==> src/rtl/if_prefetch.sv <==
// -----------------------------------------------------------------------------
// if_prefetch
// Instruction-fetch unit with a DEPTH-entry prefetch queue. Sequential fetches
// go out on a strobe/ack bus and the returned words are queued with their PCs.
// Decode takes them over a valid/ready handshake. A redirect from execute
// flushes the queue and restarts fetching at the target.
//
// Ports
//   clk, rst_n      clock, asynchronous active-low reset
//   o_imem_stb      fetch request strobe
//   o_iaddr         fetch address (the current fetch PC)
//   i_inst          instruction word, sampled when o_imem_stb && i_imem_ack
//   i_imem_ack      completes the current request in the same cycle
//   i_redirect      one-cycle flush pulse from execute
//   i_redirect_pc   redirect target (bit 0 is dropped)
//   o_valid         queue head holds an instruction
//   i_ready         decode accepts the head this cycle
//   o_pc, o_instr   head PC / instruction (fetch PC / NOP_INSTR when empty)
//   o_count         queue occupancy
// -----------------------------------------------------------------------------
module if_prefetch #(
  parameter logic [31:0] PC_RESET  = 32'h0000_0000,
  parameter int          DEPTH     = 4,
  parameter logic [31:0] NOP_INSTR = 32'h0000_0013
) (
  input  logic                     clk,
  input  logic                     rst_n,
  output logic                     o_imem_stb,
  output logic [31:0]              o_iaddr,
  input  logic [31:0]              i_inst,
  input  logic                     i_imem_ack,
  input  logic                     i_redirect,
  input  logic [31:0]              i_redirect_pc,
  output logic                     o_valid,
  input  logic                     i_ready,
  output logic [31:0]              o_pc,
  output logic [31:0]              o_instr,
  output logic [$clog2(DEPTH):0]   o_count
);

  localparam int AW = $clog2(DEPTH);
  localparam int CW = AW + 1;
  localparam logic [CW-1:0] DEPTH_C = CW'(DEPTH);

  logic [31:0]   fetch_pc_r;
  logic [AW-1:0] rd_ptr_r;
  logic [AW-1:0] wr_ptr_r;
  logic [CW-1:0] count_r;
  logic [31:0]   pc_mem_r  [DEPTH];
  logic [31:0]   ins_mem_r [DEPTH];

  logic stb_s;
  logic valid_s;
  logic push_s;
  logic pop_s;

  // Handshake qualifiers; redirect masks both push and pop.
  always_comb begin
    stb_s   = rst_n && !i_redirect && (count_r < DEPTH_C);
    valid_s = (count_r != {CW{1'b0}});
    push_s  = stb_s && i_imem_ack;
    pop_s   = valid_s && i_ready && !i_redirect;
  end

  // Output drive: head entry when valid, fetch PC / NOP filler when empty.
  always_comb begin
    o_imem_stb = stb_s;
    o_iaddr    = fetch_pc_r;
    o_valid    = valid_s;
    o_count    = count_r;
    if (valid_s) begin
      o_pc    = pc_mem_r[rd_ptr_r];
      o_instr = ins_mem_r[rd_ptr_r];
    end else begin
      o_pc    = fetch_pc_r;
      o_instr = NOP_INSTR;
    end
  end

  // Fetch PC, queue pointers and occupancy.
  always_ff @(posedge clk or negedge rst_n) begin
    if (!rst_n) begin
      fetch_pc_r <= PC_RESET;
      rd_ptr_r   <= {AW{1'b0}};
      wr_ptr_r   <= {AW{1'b0}};
      count_r    <= {CW{1'b0}};
    end else if (i_redirect) begin
      // Flush wins over any same-cycle ack or pop.
      fetch_pc_r <= {i_redirect_pc[31:1], 1'b0};
      rd_ptr_r   <= {AW{1'b0}};
      wr_ptr_r   <= {AW{1'b0}};
      count_r    <= {CW{1'b0}};
    end else begin
      if (push_s) begin
        fetch_pc_r <= fetch_pc_r + 32'd4;
        wr_ptr_r   <= wr_ptr_r + AW'(1);
      end else begin
        fetch_pc_r <= fetch_pc_r;
        wr_ptr_r   <= wr_ptr_r;
      end
      if (pop_s) begin
        rd_ptr_r <= rd_ptr_r + AW'(1);
      end else begin
        rd_ptr_r <= rd_ptr_r;
      end
      case ({push_s, pop_s})
        2'b10:   count_r <= count_r + CW'(1);
        2'b01:   count_r <= count_r - CW'(1);
        default: count_r <= count_r;
      endcase
    end
  end

  // Queue storage: {pc, instr} written at the write pointer on a push.
  always_ff @(posedge clk or negedge rst_n) begin
    if (!rst_n) begin
      for (int i = 0; i < DEPTH; i++) begin
        pc_mem_r[i]  <= 32'h0000_0000;
        ins_mem_r[i] <= 32'h0000_0000;
      end
    end else if (push_s) begin
      pc_mem_r[wr_ptr_r]  <= fetch_pc_r;
      ins_mem_r[wr_ptr_r] <= i_inst;
    end else begin
      for (int i = 0; i < DEPTH; i++) begin
        pc_mem_r[i]  <= pc_mem_r[i];
        ins_mem_r[i] <= ins_mem_r[i];
      end
    end
  end

endmodule

==> config.mk <==
export PLATFORM = sky130hd
export DESIGN_NAME = if_prefetch
export DESIGN_NICKNAME = d
export VERILOG_FILES = /design/src/rtl/if_prefetch.sv
export SDC_FILE = /design/constraint.sdc
export NUM_CORES = 1
export LEC_CHECK = 0
export ABC_AREA = 1
export CORE_ASPECT_RATIO = 1.2
export CORE_MARGIN = 3
export CORE_UTILIZATION = 50
export CTS_CLUSTER_SIZE = 16
export DETAILED_ROUTE_END_ITERATION = 10
export GPL_ROUTABILITY_DRIVEN = 1
export PLACE_DENSITY = 0.78
export SETUP_SLACK_MARGIN = 0.1
export SKIP_LAST_GASP = 1
export SLEW_MARGIN = 20
export SYNTH_ARGS = -nofsm -noshare
export SYNTH_HDL_FRONTEND = slang
export SYNTH_SLANG_ARGS = --single-unit
==> constraint.sdc <==
create_clock -name clk -period 2.3 [get_ports clk]
set_clock_uncertainty 0.1 [all_clocks]
set_input_delay 0.23 -clock clk [delete_from_list [all_inputs] [get_ports clk]]
set_output_delay 0.23 -clock clk [all_outputs]
set_load 0.005 [all_outputs]
==> metrics, run 1 <==
Final ANT Viol Nets=0; ys flop type=dfrtp_1; Die ar.=just under 0.03 mm^2; vias in the first global route=between 10,000 and 15,000; # diodes=0; final net count=2,052; FF-to-FF Start=o_count[0]$_DFFE_PN0P_; min setup slack post-route=-0.119 ns; reg2reg setup slack=roughly 0.16 ns; final instance area=0.0189 mm^2; Core ar.=0.0272 mm^2; utilization after layout=69.5%; wire length per cell=19.4 um; clock tree sinks=between 200 and 300; dpl hpwl=approximately 24 mm; class of the most critical setup path=reg -> out; power density cells=836 mW/mm^2; maximum vdd drop=0.504 mV; hold path depth=3; Port Buffers=approximately 170; Tmin final=between 2 and 2.5 ns; Die Y-Extent=188 um; final wirelength=45.4 mm; antenna violations before repair=0; share of cells above drive strength 1=20.9%; final hold violations=0; Post-synth EDFFs=0; GRT Util Overall=28.3%; fmax=413 MHz; synthesis-to-layout area growth=36.9%; Leakage=8.81 nW; Placed Instance Area=0.0161 mm^2; crit end category=output pin; fillers=2,030; crit path DAT=about 2.1 ns; vias per cell=5.83; Hold Crit Start=i_redirect_pc[8]; max cap viols=0; post-synthesis cell type count=32; CTS buffer count=31; Synth Instances=1,769; total negative slack=-2.36 ns; register bit total from synthesis=slightly below 300; first-pass GRT wire length=about 68 mm; Die X=about 160 um; failing checks=negative setup slack; synth warn=0; synthesized area=0.0138 mm^2; Starting Density=50.8%; Slew headroom=41.8%; Crit Path Max Fanout=4; PnR Total Power=between 15 and 20 mW; unrepaired setup endpoints after global routing=true; Worst R2R Path Depth=14; DRT Pass-1 Iters=8; Rows=66; slew at the pin closest to its max-slew limit=0.874 ns; worst skew pair latency=0.55 ns; H-Tree Depth=1; Crit path required time=between 1.5 and 2 ns; Reg2Reg Capture Point=o_count[2]$_DFFE_PN0P_; Max Root-Sink Buffers=3; Hold Crit Class=in -> reg; worst hold endpoint=o_iaddr[8]$_DFFE_PN0N_; max-slew violation count=0; vias=13,600; sequential area share after synthesis=52.6%; FFs w/ async S/R, synth=100%; GP Congestion=between 0.9 and 1; Startpoint Class=register; endpoints failing setup=43; syn avg cell area=7.80 um^2; DRC=0; initial DRC count=1,351; clk slew on worst S/H paths=0.06 ns; IO Pins=170; Root Driver=clkbuf_16; Final Hold Slack=0.108 ns; GR Overflow Total=0; TritonCTS clock tree=done; final critical-path share of the clock period=105%; status=finished with violations; pin count of the biggest net entering global routing=between 150 and 200
==> synth_stat cells, types with 2 or more instances <==
master,n,area [um^2]
buf_6,8,90.1
xor2_1,7,61.3
buf_4,2,15.0
nand2_1,466,1750
o22ai_1,32,200
dfrtp_1,290,7260
nand2_2,3,18.8
xnor2_1,2,17.5
buf_1,9,33.8
ha_1,5,62.6
inv_1,98,368
o21ai_1,38,190
nand3_1,23,115
o21ai_0,396,1980
nor2_1,239,897
o21ai_2,3,26.3
a21oi_1,34,170
buf_2,23,115
o311ai_0,3,26.3
o211ai_1,4,30.0
clkbuf_1,72,270
o221ai_1,2,17.5
==> worst max-delay path, cell delays in order (launching register included) <==
cell and delay [ns]:
dfrtp_4 0.54, buf_8 0.16, buf_12 0.12, clkbuf_16 0.14
buf_6 0.12, o21ai_2 0.10, o311ai_1 0.10, buf_4 0.15
buf_2 0.12
==> cells by family (layout without fill, tap and decap cells) <==
logic type | Yosys count | after routing | share of synthesized area (%)
adders and majority gates | 6 | 6 | 0.598
and+or+nand+nor | 734 | 734 | 20.4
buffers and inverters | 214 | 444 | 6.52
AOI/OAI and AO/OA | 515 | 515 | 19.3
DFF | 290 | 290 | 52.6
other | 1 | 2 | 0.0272
xor gates and xnor gates | 9 | 9 | 0.571
==> power breakdown <==
part           switching [mW]  internal (mW)
logic                    2.27           2.04
registers               0.668           5.92
clock network            2.04           2.86
==> metrics by stage <==
step,setup WS [ns],cells
after floorplan,0.338,1770
after global placement,0.0730,2217
after detailed placement,0.0184,2217
after CTS,-0.184,2318
after global routing,-0.201,2340
final,-0.119,2340
==> layout by cell type (no fill, tap or decap), types with 41 or more instances in the layout <==
cell,instances
buf_2,62
buf_4,42
clkdlybuf4s50_1,100
dfrtp_1,288
inv_1,94
nand2_1,462
nor2_1,162
nor2_4,41
o21ai_0,253
o21ai_1,111
o21ai_2,67
==> worst max path at each step <==
stage / endpoint / slack (ns) / startpoint / cells after the start
finish: o_instr[0] / -0.12 / rd_ptr_r[0]$_DFFE_PN0P_ / 8
global route: o_instr[14] / -0.20 / rd_ptr_r[0]$_DFFE_PN0P_ / 9
CTS: o_pc[5] / -0.18 / rd_ptr_r[0]$_DFFE_PN0P_ / 9
detailed placement: o_count[2]$_DFFE_PN0P_ / 0.02 / o_count[1]$_DFFE_PN0P_ / 13
global placement: o_instr[16] / 0.07 / rd_ptr_r[0]$_DFFE_PN0P_ / 6
floorplan: o_count[2]$_DFFE_PN0P_ / 0.34 / o_count[0]$_DFFE_PN0P_ / 13
==> sequential cells by signal, summed over array words and instances (netlist names) <==
signal     flops
wr_ptr_r       2
rd_ptr_r       2
o_iaddr       31
ins_mem_r    128
pc_mem_r     124
o_count        3
==> layout make-up <==
type / count / area, um^2 / area share (%)
sequential: 290 / 7260 / 38.4
multi-input combinational: 1266 / 6490 / 34.4
timing repair buffer: 288 / 3320 / 17.6
clock buffer: 49 / 923 / 4.89
tap: 340 / 425 / 2.25
inverter: 100 / 392 / 2.07
clock inverter: 7 / 73.8 / 0.391
==> what timing repair did <==
| item | CTS | global route |
|---|---|---|
| endpoints found under the setup margin | 66 | 65 |
| hold buffers | 1 | 0 |
| gates cloned | 18 | 9 |
| endpoints found under the hold margin | 290 | 0 |
| pin swaps | 51 | 116 |
| setup buffers | 26 | 15 |
| gates resized for setup | 453 | 230 |
==> per-layer routing <==
metal | track usage, % | share of wire, %
met3 | 4.25 | 8.5
met5 | 0 | 0
met1 | 38.3 | 38
met2 | 46.5 | 49
met4 | 9.85 | 3.9
Power figures use the tool's default switching activity.
==> run 2, diff against run 1 <==
--- a/config.mk
+++ b/config.mk
@@ -8,11 +8,11 @@
 export ABC_AREA = 1
 export CORE_ASPECT_RATIO = 1.2
 export CORE_MARGIN = 3
-export CORE_UTILIZATION = 50
+export CORE_UTILIZATION = 28
 export CTS_CLUSTER_SIZE = 16
 export DETAILED_ROUTE_END_ITERATION = 10
 export GPL_ROUTABILITY_DRIVEN = 1
-export PLACE_DENSITY = 0.78
+export PLACE_DENSITY = 0.51
 export SETUP_SLACK_MARGIN = 0.1
 export SKIP_LAST_GASP = 1
 export SLEW_MARGIN = 20
==> run 2 against run 1 <==
Against the previous run:
- the run still ends with negative setup slack left
- count of clock-buffer cells in the layout increased by 4
- register-to-register slack better by 0.12 ns
- global-route usage fell by 11 points
- maximum frequency is 0.84% higher
- sequential share of layout area decreased by 0.42 points
- first-iteration DRC count fell by 41%
- cell count grew 13%
- critical path type unchanged
- critical endpoint is now o_pc[10]
- largest cell class unchanged
- largest power group unchanged
==> metrics, run 2 (synthesis gave the netlist of run 1 again) <==
status=finished with violations; failing checks=negative setup slack; worst path cell trace=buf_6 -> buf_6 -> clkbuf_16 -> o21ai_2 -> o22ai_1 -> nand2_1 -> o21ai_2 -> buf_2; max cap viols=0 (unchanged); vias per cell=4.87 (-16%); clock tree sinks=290 (unchanged); fmax=417 MHz (+0.84%); register with the most flip-flops=ins_mem_r; min setup slack post-route=-0.0985 ns (+0.0202 ns); IO Pins=170 (unchanged); class of the most critical setup path=reg -> out; Rows=88 (+33%); Die X=209 um (+32%); commonest non-fill, non-tap cell in the layout=nand2_1; Startpoint Class=register; wire length per cell=18.2 um (-6.3%); H-Tree Depth=2 (+1); slowest CP cell=dfrtp_4; synthesis-to-layout area growth=38.4%; DRC=0 (unchanged); Root Driver=clkbuf_16; Hold Crit Class=in -> reg; Die ar.=0.0520 mm^2 (+75%); largest stage delay on the critical path=0.56 ns (+0.02 ns); slew at the pin closest to its max-slew limit=0.766 ns (-0.107 ns); endpoints failing setup=35 (-19%); crit end category=output pin; unrepaired setup endpoints after global routing=true; final hold violations=0 (unchanged); first-pass GRT wire length=73.7 mm (+8.7%); Crit path required time=1.97 ns (about the same); Starting Density=28.5% (-22 points); max reg flops=128 (unchanged); Die Y-Extent=249 um (+33%); crit path DAT=2.07 ns (-0.02 ns); Setup Slack @ Placement=-0.0245 ns (-0.0428 ns); antenna violations before repair=2 (+2); power density cells=833 mW/mm^2 (-0.30%); GR Overflow Total=0 (unchanged); Crit Path Max Fanout=6 (+2); final critical-path share of the clock period=104% (-0.88 points); Port Buffers=166 (unchanged); commonest cells after routing, fill and taps aside=462 x nand2_1, 288 x dfrtp_1, 254 x o21ai_0; GRT Util Overall=17.7% (-11 points); GP Congestion=0.892 (-9.6%); Tmin final=2.40 ns (-0.0202 ns); clk slew on worst S/H paths=0.06 ns (about the same); pin count of the biggest net entering global routing=135 (-14%); share of cells above drive strength 1=21.0% (+0.074 points); Placed Instance Area=0.0166 mm^2 (+3.0%); final instance area=0.0191 mm^2 (+1.1%); Max Root-Sink Buffers=3 (unchanged); worst skew pair latency=0.54 ns (about the same); Core ar.=0.0484 mm^2 (+78%); max-slew violation count=0 (unchanged); vias=12,900 (-5.5%); initial DRC count=803 (-41%); Final Hold Slack=0.130 ns (+0.0217 ns); DRT Pass-1 Iters=8 (unchanged); non-filler cells, final=2,643 (+13%); final wirelength=48.0 mm (+5.8%); final net count=2,065 (+0.63%); Final ANT Viol Nets=0 (unchanged); CTS buffer count=35 (+13%); Leakage=8.76 nW (-0.54%); vias in the first global route=12,500 (-4.8%); TritonCTS clock tree=done; placed cell count=2,528 (+14%); maximum vdd drop=0.402 mV (-20%); dpl hpwl=28.6 mm (+20%); Slew headroom=48.9% (+7.1 points)
run 2: path summary, 6_finish.rpt:
kind	slack (ns)	cells after the start	end	start
max in group asynchronous	1.09	3	rd_ptr_r[0]$_DFFE_PN0P_	rst_n
min reg2reg	0.38	2	pc_mem_r[86]$_DFFE_PN0P_	pc_mem_r[86]$_DFFE_PN0P_
max	-0.1	8	o_pc[10]	rd_ptr_r[0]$_DFFE_PN0P_
min in group asynchronous	0.35	3	ins_mem_r[12]$_DFFE_PN0P_	rst_n
min	0.13	3	o_iaddr[12]$_DFFE_PN0N_	i_redirect_pc[12]
max reg2reg	0.28	14	o_count[2]$_DFFE_PN0P_	o_count[1]$_DFFE_PN0P_
run 2: metal layers:
| layer | track usage [%] | routed length (um) |
|---|---|---|
| met5 | 0 | 0 |
| met4 | 6.76 | 1550 |
| met3 | 2.97 | 2550 |
| met2 | 27.6 | 21900 |
| met1 | 24.7 | 22000 |
run 2: timing repair:
action | 4_1_cts | 5_1_grt
hold endpoints to repair | 290 | 0
cloned | 9 | 7
gates resized for setup | 476 | 180
buffers inserted | 27 | 11
pin swaps | 67 | 71
hold buffers | 2 | 0
setup endpoints to repair | 64 | 65
run 2: power by group:
| group | switching [mW] | total, mW | internal (mW) |
|---|---|---|---|
| logic | 2.19 | 4.11 | 1.91 |
| registers | 0.590 | 6.52 | 5.93 |
| clock network | 2.16 | 5.30 | 3.14 |
| total | 4.94 | 15.9 | 11.0 |
run 2: metrics by stage:
step,utilization (%),total power [mW],TNS [ns]
after floorplan,-,8.09,0
after global placement,34.2,9.85,-0.0228
after detailed placement,34.2,9.91,-0.0518
after CTS,38.0,15.7,-3.21
after global routing,39.4,16.9,-5.43
final,39.4,15.9,-1.08
run 2: critical path, delay by kind of cell, from the launching register on:
kind / cells / cell delay [ns]
simple gates: 1 / 0.07
buf+inv: 4 / 0.60
flops: 1 / 0.56
compound gates: 3 / 0.29
run 2: final cells by class:
cell class / instances / area [um^2]
Fill cell: 4961 / 29300
Sequential cell: 290 / 7260
Multi-Input combinational cell: 1266 / 6410
Timing Repair Buffer: 297 / 3170
Clock buffer: 53 / 1010
Tap cell: 630 / 788
Inverter: 100 / 394
Clock inverter: 6 / 58.8
Antenna cell: 1 / 2.50
